==> src/rtl/uart_rx_if.sv <==
// Serial line and received-byte signals of the RS-232 receiver.
// master is the receiver side, slave is whoever drives the line and consumes bytes.
interface uart_rx_if;
   logic       RS232_rx;
   logic [7:0] rx_data;
   logic       rx_valid;
   logic       frame_err;
   logic       rx_busy;

   modport master (input RS232_rx, output rx_data, rx_valid, frame_err, rx_busy);
   modport slave  (output RS232_rx, input rx_data, rx_valid, frame_err, rx_busy);
endinterface

==> src/rtl/uart_rx.sv <==
// 8N1 RS-232 receiver: synchronised input, start-bit validation, 3-sample
// mid-bit majority vote, stop-bit check with valid / frame-error strobes.
module uart_rx #(
   parameter int unsigned BAUD_END = 433,
   parameter int unsigned BAUD_MID = BAUD_END / 2
) (
   input  logic      sclk,
   input  logic      reset,
   uart_rx_if.master rx
);
   typedef enum logic [1:0] {IDLE, START, DATA, STOP} state_t;

   localparam logic [8:0] C_END  = 9'(BAUD_END);
   localparam logic [8:0] C_MID  = 9'(BAUD_MID);
   localparam logic [8:0] C_PRE  = C_MID - 9'd1;
   localparam logic [8:0] C_VOTE = C_MID + 9'd1;

   state_t     r_state, w_state_nxt;
   logic       r_rx_m, r_rx_s, r_rx_d;
   logic       r_smp_a, r_smp_b;
   logic [8:0] r_baud_cnt, w_baud_nxt;
   logic [2:0] r_bit_cnt, w_bit_nxt;
   logic [7:0] r_shift, w_shift_nxt;
   logic [7:0] r_data, w_data_nxt;
   logic       r_valid, w_valid_nxt;
   logic       r_ferr, w_ferr_nxt;

   logic       w_fall, w_vote, w_end, w_major;
   logic [8:0] w_baud_inc;

   // Flops reset to 0, so a line held low through reset never looks like a fall.
   always_ff @(posedge sclk or posedge reset) begin
      if (reset) begin
         r_rx_m <= 1'b0;
         r_rx_s <= 1'b0;
         r_rx_d <= 1'b0;
      end else begin
         r_rx_m <= rx.RS232_rx;
         r_rx_s <= r_rx_m;
         r_rx_d <= r_rx_s;
      end
   end

   always_ff @(posedge sclk or posedge reset) begin
      if (reset) begin
         r_smp_a <= 1'b0;
         r_smp_b <= 1'b0;
      end else begin
         if (r_baud_cnt == C_PRE) r_smp_a <= r_rx_s;
         if (r_baud_cnt == C_MID) r_smp_b <= r_rx_s;
      end
   end

   assign w_fall     = r_rx_d & ~r_rx_s;
   assign w_vote     = (r_baud_cnt == C_VOTE);
   assign w_end      = (r_baud_cnt == C_END);
   assign w_baud_inc = w_end ? '0 : r_baud_cnt + 9'd1;
   assign w_major    = (r_smp_a & r_smp_b) | (r_smp_a & r_rx_s) | (r_smp_b & r_rx_s);

   always_ff @(posedge sclk or posedge reset) begin
      if (reset) begin
         r_state    <= IDLE;
         r_baud_cnt <= '0;
         r_bit_cnt  <= '0;
         r_shift    <= '0;
         r_data     <= '0;
         r_valid    <= 1'b0;
         r_ferr     <= 1'b0;
      end else begin
         r_state    <= w_state_nxt;
         r_baud_cnt <= w_baud_nxt;
         r_bit_cnt  <= w_bit_nxt;
         r_shift    <= w_shift_nxt;
         r_data     <= w_data_nxt;
         r_valid    <= w_valid_nxt;
         r_ferr     <= w_ferr_nxt;
      end
   end

   always_comb begin
      w_state_nxt = r_state;
      w_baud_nxt  = r_baud_cnt;
      w_bit_nxt   = r_bit_cnt;
      w_shift_nxt = r_shift;
      w_data_nxt  = r_data;
      w_valid_nxt = 1'b0;
      w_ferr_nxt  = 1'b0;
      case (r_state)
         IDLE: begin
            w_baud_nxt = '0;
            if (w_fall) w_state_nxt = START;
         end
         START: begin
            w_baud_nxt = w_baud_inc;
            if (w_vote && w_major) begin
               w_state_nxt = IDLE;
               w_baud_nxt  = '0;
            end else if (w_end) begin
               w_state_nxt = DATA;
               w_bit_nxt   = '0;
            end
         end
         DATA: begin
            w_baud_nxt = w_baud_inc;
            if (w_vote) w_shift_nxt = {w_major, r_shift[7:1]};
            if (w_end) begin
               if (r_bit_cnt == 3'd7) w_state_nxt = STOP;
               else                   w_bit_nxt   = r_bit_cnt + 3'd1;
            end
         end
         STOP: begin
            w_baud_nxt = w_baud_inc;
            // Decide at mid-stop and return to IDLE so the next start bit is never missed.
            if (w_vote) begin
               w_state_nxt = IDLE;
               w_baud_nxt  = '0;
               if (w_major) begin
                  w_data_nxt  = r_shift;
                  w_valid_nxt = 1'b1;
               end else begin
                  w_ferr_nxt  = 1'b1;
               end
            end
         end
         default: w_state_nxt = IDLE;
      endcase
   end

   assign rx.rx_data   = r_data;
   assign rx.rx_valid  = r_valid;
   assign rx.frame_err = r_ferr;
   assign rx.rx_busy   = (r_state != IDLE);
endmodule
==> src/flat_wrapper.sv <==
// flat-port wrapper written by rule: the top's interface ports become plain ports
module uart_rx_flat 
#(
   parameter int unsigned BAUD_END = 433,
   parameter int unsigned BAUD_MID = BAUD_END / 2
)
  (sclk, reset, rx_RS232_rx, rx_rx_data, rx_rx_valid, rx_frame_err, rx_rx_busy);
  uart_rx_if rx_i ();
  input  logic sclk;
  input  logic reset;
  input wire logic [$bits(rx_i.RS232_rx)-1:0] rx_RS232_rx;
  output wire logic [$bits(rx_i.rx_data)-1:0] rx_rx_data;
  output wire logic [$bits(rx_i.rx_valid)-1:0] rx_rx_valid;
  output wire logic [$bits(rx_i.frame_err)-1:0] rx_frame_err;
  output wire logic [$bits(rx_i.rx_busy)-1:0] rx_rx_busy;
  assign rx_i.RS232_rx = rx_RS232_rx;
  assign rx_rx_data = rx_i.rx_data;
  assign rx_rx_valid = rx_i.rx_valid;
  assign rx_frame_err = rx_i.frame_err;
  assign rx_rx_busy = rx_i.rx_busy;
  uart_rx #(.BAUD_END(BAUD_END), .BAUD_MID(BAUD_MID)) u_core (.sclk(sclk), .reset(reset), .rx(rx_i));
endmodule
==> config.mk <==
export PLATFORM = sky130hd
export DESIGN_NAME = uart_rx_flat
export DESIGN_NICKNAME = d
export VERILOG_FILES = /design/src/rtl/uart_rx_if.sv /design/src/rtl/uart_rx.sv /design/src/flat_wrapper.sv
export SDC_FILE = /design/constraint.sdc
export NUM_CORES = 1
export LEC_CHECK = 0
export ABC_AREA = 1
export CORE_ASPECT_RATIO = 2
export CORE_UTILIZATION = 45
export CTS_BUF_LIST = sky130_fd_sc_hd__clkbuf_16
export CTS_CLUSTER_SIZE = 30
export DETAILED_ROUTE_END_ITERATION = 16
export GPL_TIMING_DRIVEN = 0
export PLACE_DENSITY = 0.65
export SETUP_SLACK_MARGIN = 0.1
export SLEW_MARGIN = 30
export SYNTH_ARGS = -nofsm -noshare
export SYNTH_HDL_FRONTEND = slang
export SYNTH_SLANG_ARGS = --single-unit
==> constraint.sdc <==
create_clock -name sclk -period 2.1 [get_ports sclk]
set_input_delay 0.42 -clock sclk [delete_from_list [all_inputs] [get_ports sclk]]
set_output_delay 0.42 -clock sclk [all_outputs]
set_load 0.02 [all_outputs]
==> Yosys cells after proc, flatten, opt, wreduce, memory -nomap -nowiden <==
Index checks and enable logic that the tools add are counted.
{ "classes": {"bitwise": 7, "n_reduce_logical": 8, "eq_ne": 16, "mux": 22, "addsub": 2} }
{ "ops": {"columns": ["op", "n"], "rows": [
  ["one-hot mux 9 bit (4 select lines)", 1],
  ["equality test 9 x 8 -> 1 bit, second input constant", 3],
  ["2-to-1 mux 9 bit", 3],
  ["2-to-1 mux 2 bit", 6],
  ["2-to-1 mux 3 bit", 4],
  ["!= test 2 x 1 -> 1 bit, second input constant", 5],
  ["AND reduction 5 bit", 2],
  ["adder 9 x 1 -> 9 bit, second input constant", 1],
  ["equality test 9 bit, second input constant", 1],
  ["one-hot mux 2 bit (4 select lines)", 1],
  ["2-to-1 mux 1 bit", 6],
  ["one-hot mux 3 bit (2 select lines)", 1],
  ["AND 1 bit", 4],
  ["equality test 2 bit, second input constant", 2],
  ["!= test 2 bit, second input constant", 2],
  ["nonzero test 2 bit", 2],
  ["adder 3 x 1 -> 3 bit, second input constant", 1],
  ["equality test 3 bit, second input constant", 1],
  ["!= test 3 x 1 -> 1 bit, second input constant", 1],
  ["AND reduction 3 bit", 1],
  ["equality test 2 x 1 -> 1 bit, second input constant", 1],
  ["zero test 2 bit", 1],
  ["OR 1 bit", 2],
  ["AND reduction 2 bit", 1],
  ["other kinds (2)", 2]
]} }
{ "word_totals": {"word_cells": 67, "inputBits": 3, "output_inout_bits": 11, "register_bits": 37} }

==> Logic depth before layout (Yosys ltp) <==
{ "logic_depth": {"depth_word": 6, "depth_mapped": 11} }

==> Least setup slack after synthesis <==
OpenSTA, ideal clock, no wires.
{ "synth_path": {"kind": "register to register", "from": "reg u_core.r_state[0]", "to": "reg u_core.r_state[0]", "stages_incl_launch_ff": 11, "required_time_ps": 1978, "setup_slack_ps": 607, "n_path_buf": 0, "synth_period_minus_slack_ps": 1493, "setup_time_ps": 122, "arrival_ps": 1371, "path_cell_list": "dfrtp_1 -> inv_1 -> ha_1 -> inv_1 -> nor2_1 -> a21oi_1 -> nand2_2 -> nor2_4 -> nand2_1 -> nand2_1 -> o21ai_1"} }
{ "synth_between": {"elab_chain_cells": 3, "word_cells_on_any_way": 11} }
{ "synth_lines": {"columns": ["item", "line_no", "source"], "rows": [
  ["start: declaration", "uart_rx.sv:18", "state_t r_state, w_state_nxt;"],
  ["start signal: assignment", "uart_rx.sv:70", "r_state <= w_state_nxt;"],
  ["equality test 2 x 1 -> 1 bit, or another cell as far along", "uart_rx.sv:88", "case (r_state)"],
  ["!= test 3 x 1 -> 1 bit (no source line) / != test 2 x 1 -> 1 bit (equally long branches)", null, null],
  ["AND reduction 5 bit (no source line)", null, null]
]} }
Parallel ways exist; a longest one is shown, timed or not.
A chain may end at the register's enable or synchronous reset.

==> Final worst setup path <==
{ "layout_path": {"from": "reg u_core.r_state[0]", "to": "out rx_rx_busy"} }
{ "layout_between": {"elab_chain_cells": 1} }
{ "layout_lines": {"columns": ["item", "line_no", "source"], "rows": [
  ["nonzero test 2 bit", "uart_rx.sv:132", "assign rx.rx_busy = (r_state != IDLE);"],
  ["end: declaration", "flat_wrapper.sv:15", "output wire logic [$bits(rx_i.rx_busy)-1:0] rx_rx_busy;"]
]} }
No other way between the ends.

==> flow_summary.ini <==
[cts]
clock_path_buffers = 2
clkTransAtPathRegs_ns = 0.05
cts.sinks = 37
cts_made_buffers = 5
h-tree-depth = 2
cts_hold_buf = 0
clockRootBuffer = clkbuf_16
clk_latency_ns = 0.28
cts_tree = yes

[sta]
hold_violations = 0
slew_violations = 0
fin_crit_ns = 1.85
finalSetupTns_ns = 0
finalClockSkew_ns = 0.00268
fmax_mhz = 541
fin_crit_sh_pct = 88.1
setup_viol = 0
grt_setup_unrepaired = no
slew_headroom_pct = 49.9
max_slew.worst_pin.slew_ns = 0.751

[yosys]
dominantRegCellSynth = dfrtp_1
synth_area_leaders = dfrtp_1, nand2_1, o21ai_2
synth-edff-count = 0
syn_nets = 208
synth_top_area_share_pct = 50.2
syn-cell-area_sq_mm = 0.00185
synth_cells = 196
synthArstFlopShare_pct = 100
synth_top_cells_by_count = nand2_1, dfrtp_1, inv_1
synth.most_common_cell = nand2_1
synth_top_area_cell = dfrtp_1
synth_area_per_cell_sq_um = 9.42
ys_ff_latch = 37
yosysSeqAreaShare_pct = 50.2
yosys_warnings = 0
synth_cell_types = 28

[drt]
drt-total-wl_mm = 3.42
met2WireLength_mm = 2.04
vias_per_cell = 4.90
drc = 0
drtPass1Iterations = 4
top_layer = met4
ant_nets = 0
wl_per_cell_um = 12.7
drt-initial-drc-count = 37
wl_met3_um = 90
met1_length_mm = 1.22
dr_total_vias = 1314

[setup_path]
critPathMaxFanout = 6
setup.worst_path.class = flip-flop to primary output
critPathCaptureType = primary output
required_ns = 1.68
worstPathArrival_ns = 1.43
cp-start-kind = flip-flop

[floorplanning]
pin_count = 14
start_util_pct = 47.5
rows = 32
die_w_um = 47.3
die_h_um = 92.6
coreArea_sq_mm = 0.00388
die-area_sq_mm = 0.00438

[outcome]
status = finished clean

[job]
max_cap_violations = 0

[pwr]
p_sw_share_pct = 26.5
p_per_area_mw_per_mm2 = 863
internal-power_mw = 1.40
p_leak_nw = 1.01
vdd_drop_max_uv = 669
power_frac_comb_pct = 15.8
switching_power_mw = 0.503
p_seq_share_pct = 40.8
pwr-share-clk_pct = 43.4

[grt]
grt_max_degree = 38
grt_pass1_vias = 1339
antenna_found_initial = 0
grt_overflow_total = 0
grt_pass1_wl_mm = 5.60
track_usage_pct = 18.3

[finish]
fillers = 368
final_core_util_pct = 56.7
nets = 228
areaGrowthSynthToFinish_pct = 19.3
drive_gt1_share_pct = 20.3
finalNonFillerCells = 268
antenna-diode-count = 0

[placed_design]
gp_congestion = 0.778
dp_hpwl_mm = 2.62
port_buffers = 13
placed_cells_incl_taps = 260

[hold_path]
hold_class = flip-flop to flip-flop
[stage by stage]
| stage | hold WS [ns] | worst slack [ns] | cell area (sq um) | power [mW] |
|---|---|---|---|---|
| final | 0.361 | 0.251 | 2200 | 1.90 |
| after global routing | 0.376 | 0.207 | 2200 | 1.98 |
| after CTS | 0.362 | 0.250 | 2200 | 1.91 |
| after detailed placement | 0.350 | 0.220 | 2040 | 1.09 |
| after global placement | 0.333 | 0.0994 | 2040 | 1.07 |
| after floorplan | 0.331 | 0.607 | 1850 | 1.00 |
[routing by layer]
metal / vias up / GRT usage [%]
li1: 654 / -
met1: 637 / 17.4
met2: 18 / 33.4
met3: 5 / 5.46
met4: 0 / 6.90
met5: - / 0
[layout by cell type, fill, tap and decap left out, types with 2 or more instances in the layout]
cell type,synthesis,final
inv_2,1,2
o21ai_2,16,16
ha_1,9,9
clkbuf_16,0,5
nand3_1,6,6
nand4_1,2,2
nand2_1,47,47
nor2_4,2,2
clkdlybuf4s50_1,0,12
nand3_2,2,2
nor2_2,2,2
nor2_1,15,15
o21ai_1,4,4
o21ai_0,2,2
xor2_1,4,4
inv_1,26,26
dfrtp_1,37,36
buf_6,2,2
nand2_2,5,5
nor3_1,4,4
[timing repair]
| item | 4_1_cts | 5_1_grt |
|---|---|---|
| endpoints found under the setup margin | 1 | 0 |
| gates resized for setup | 2 | 0 |
| setup buffers | 0 | 0 |
[power groups by stage]
stage | Clock, mW | Combinational, mW | Sequential [mW]
final | 0.824 | 0.300 | 0.775
after global routing | 0.872 | 0.332 | 0.781
after CTS | 0.831 | 0.303 | 0.774
after detailed placement | 0 | 0.308 | 0.785
after global placement | 0 | 0.287 | 0.780
after floorplan | 0 | 0.228 | 0.775
[critical path, stage by stage, from the launching register on]
cell and delay [ns]:
dfrtp_2 0.45, inv_1 0.10, ha_1 0.24, inv_1 0.05
dlygate4sd2_1 0.31
[cells by family after synthesis]
group,Yosys count,share of synthesized area (%)
and+or+nand+nor,88,22.6
buffers and inverters,30,6.98
muxes,1,0.542
xor gates and xnor gates,5,2.37
adders and majority gates,9,6.10
DFF,37,50.2
AOI/OAI and AO/OA,26,11.3
[worst paths after layout]
path | slack, ns | start | end | depth (start not counted)
min in group asynchronous | 0.60 | reset | u_core.r_shift[2]$_DFFE_PP0P_ | 2
worst min register to register | 0.36 | u_core.r_rx_m$_DFF_PP0_ | u_core.r_rx_s$_DFF_PP0_ | 0
max in group asynchronous | 0.97 | reset | u_core.r_state[0]$_DFFE_PP0P_ | 2
worst min-delay path | 0.36 | u_core.r_rx_m$_DFF_PP0_ | u_core.r_rx_s$_DFF_PP0_ | 0
worst max-delay path | 0.25 | u_core.r_state[0]$_DFFE_PP0P_ | rx_rx_busy | 4
worst max register to register | 0.38 | u_core.r_state[0]$_DFFE_PP0P_ | u_core.r_state[0]$_DFFE_PP0P_ | 10
[sequential cells by signal, summed over array words and instances (netlist names), named ones only]
name                 count
u_core.r_baud_cnt        9
u_core.r_bit_cnt         3
u_core.r_rx_d            1
u_core.r_rx_m            1
u_core.r_rx_s            1
u_core.r_shift           8
u_core.r_smp_a           1
u_core.r_smp_b           1
u_core.r_state           1
u_core.rx.frame_err      1
u_core.rx.rx_data        8
u_core.rx.rx_valid       1
[final cells by class]
type | instances | area (sq um) | area share [%]
plain buffers | 2 | 22.5 | 1.02
clock buffers | 5 | 125 | 5.68
clock inverters | 3 | 37.5 | 1.70
inverters | 28 | 106 | 4.83
multi-input cells | 129 | 791 | 35.9
flip-flops and latches | 37 | 927 | 42.1
well taps | 51 | 63.8 | 2.90
repair buffers | 13 | 129 | 5.85
No activity file was read; power rests on OpenSTA's default activity.
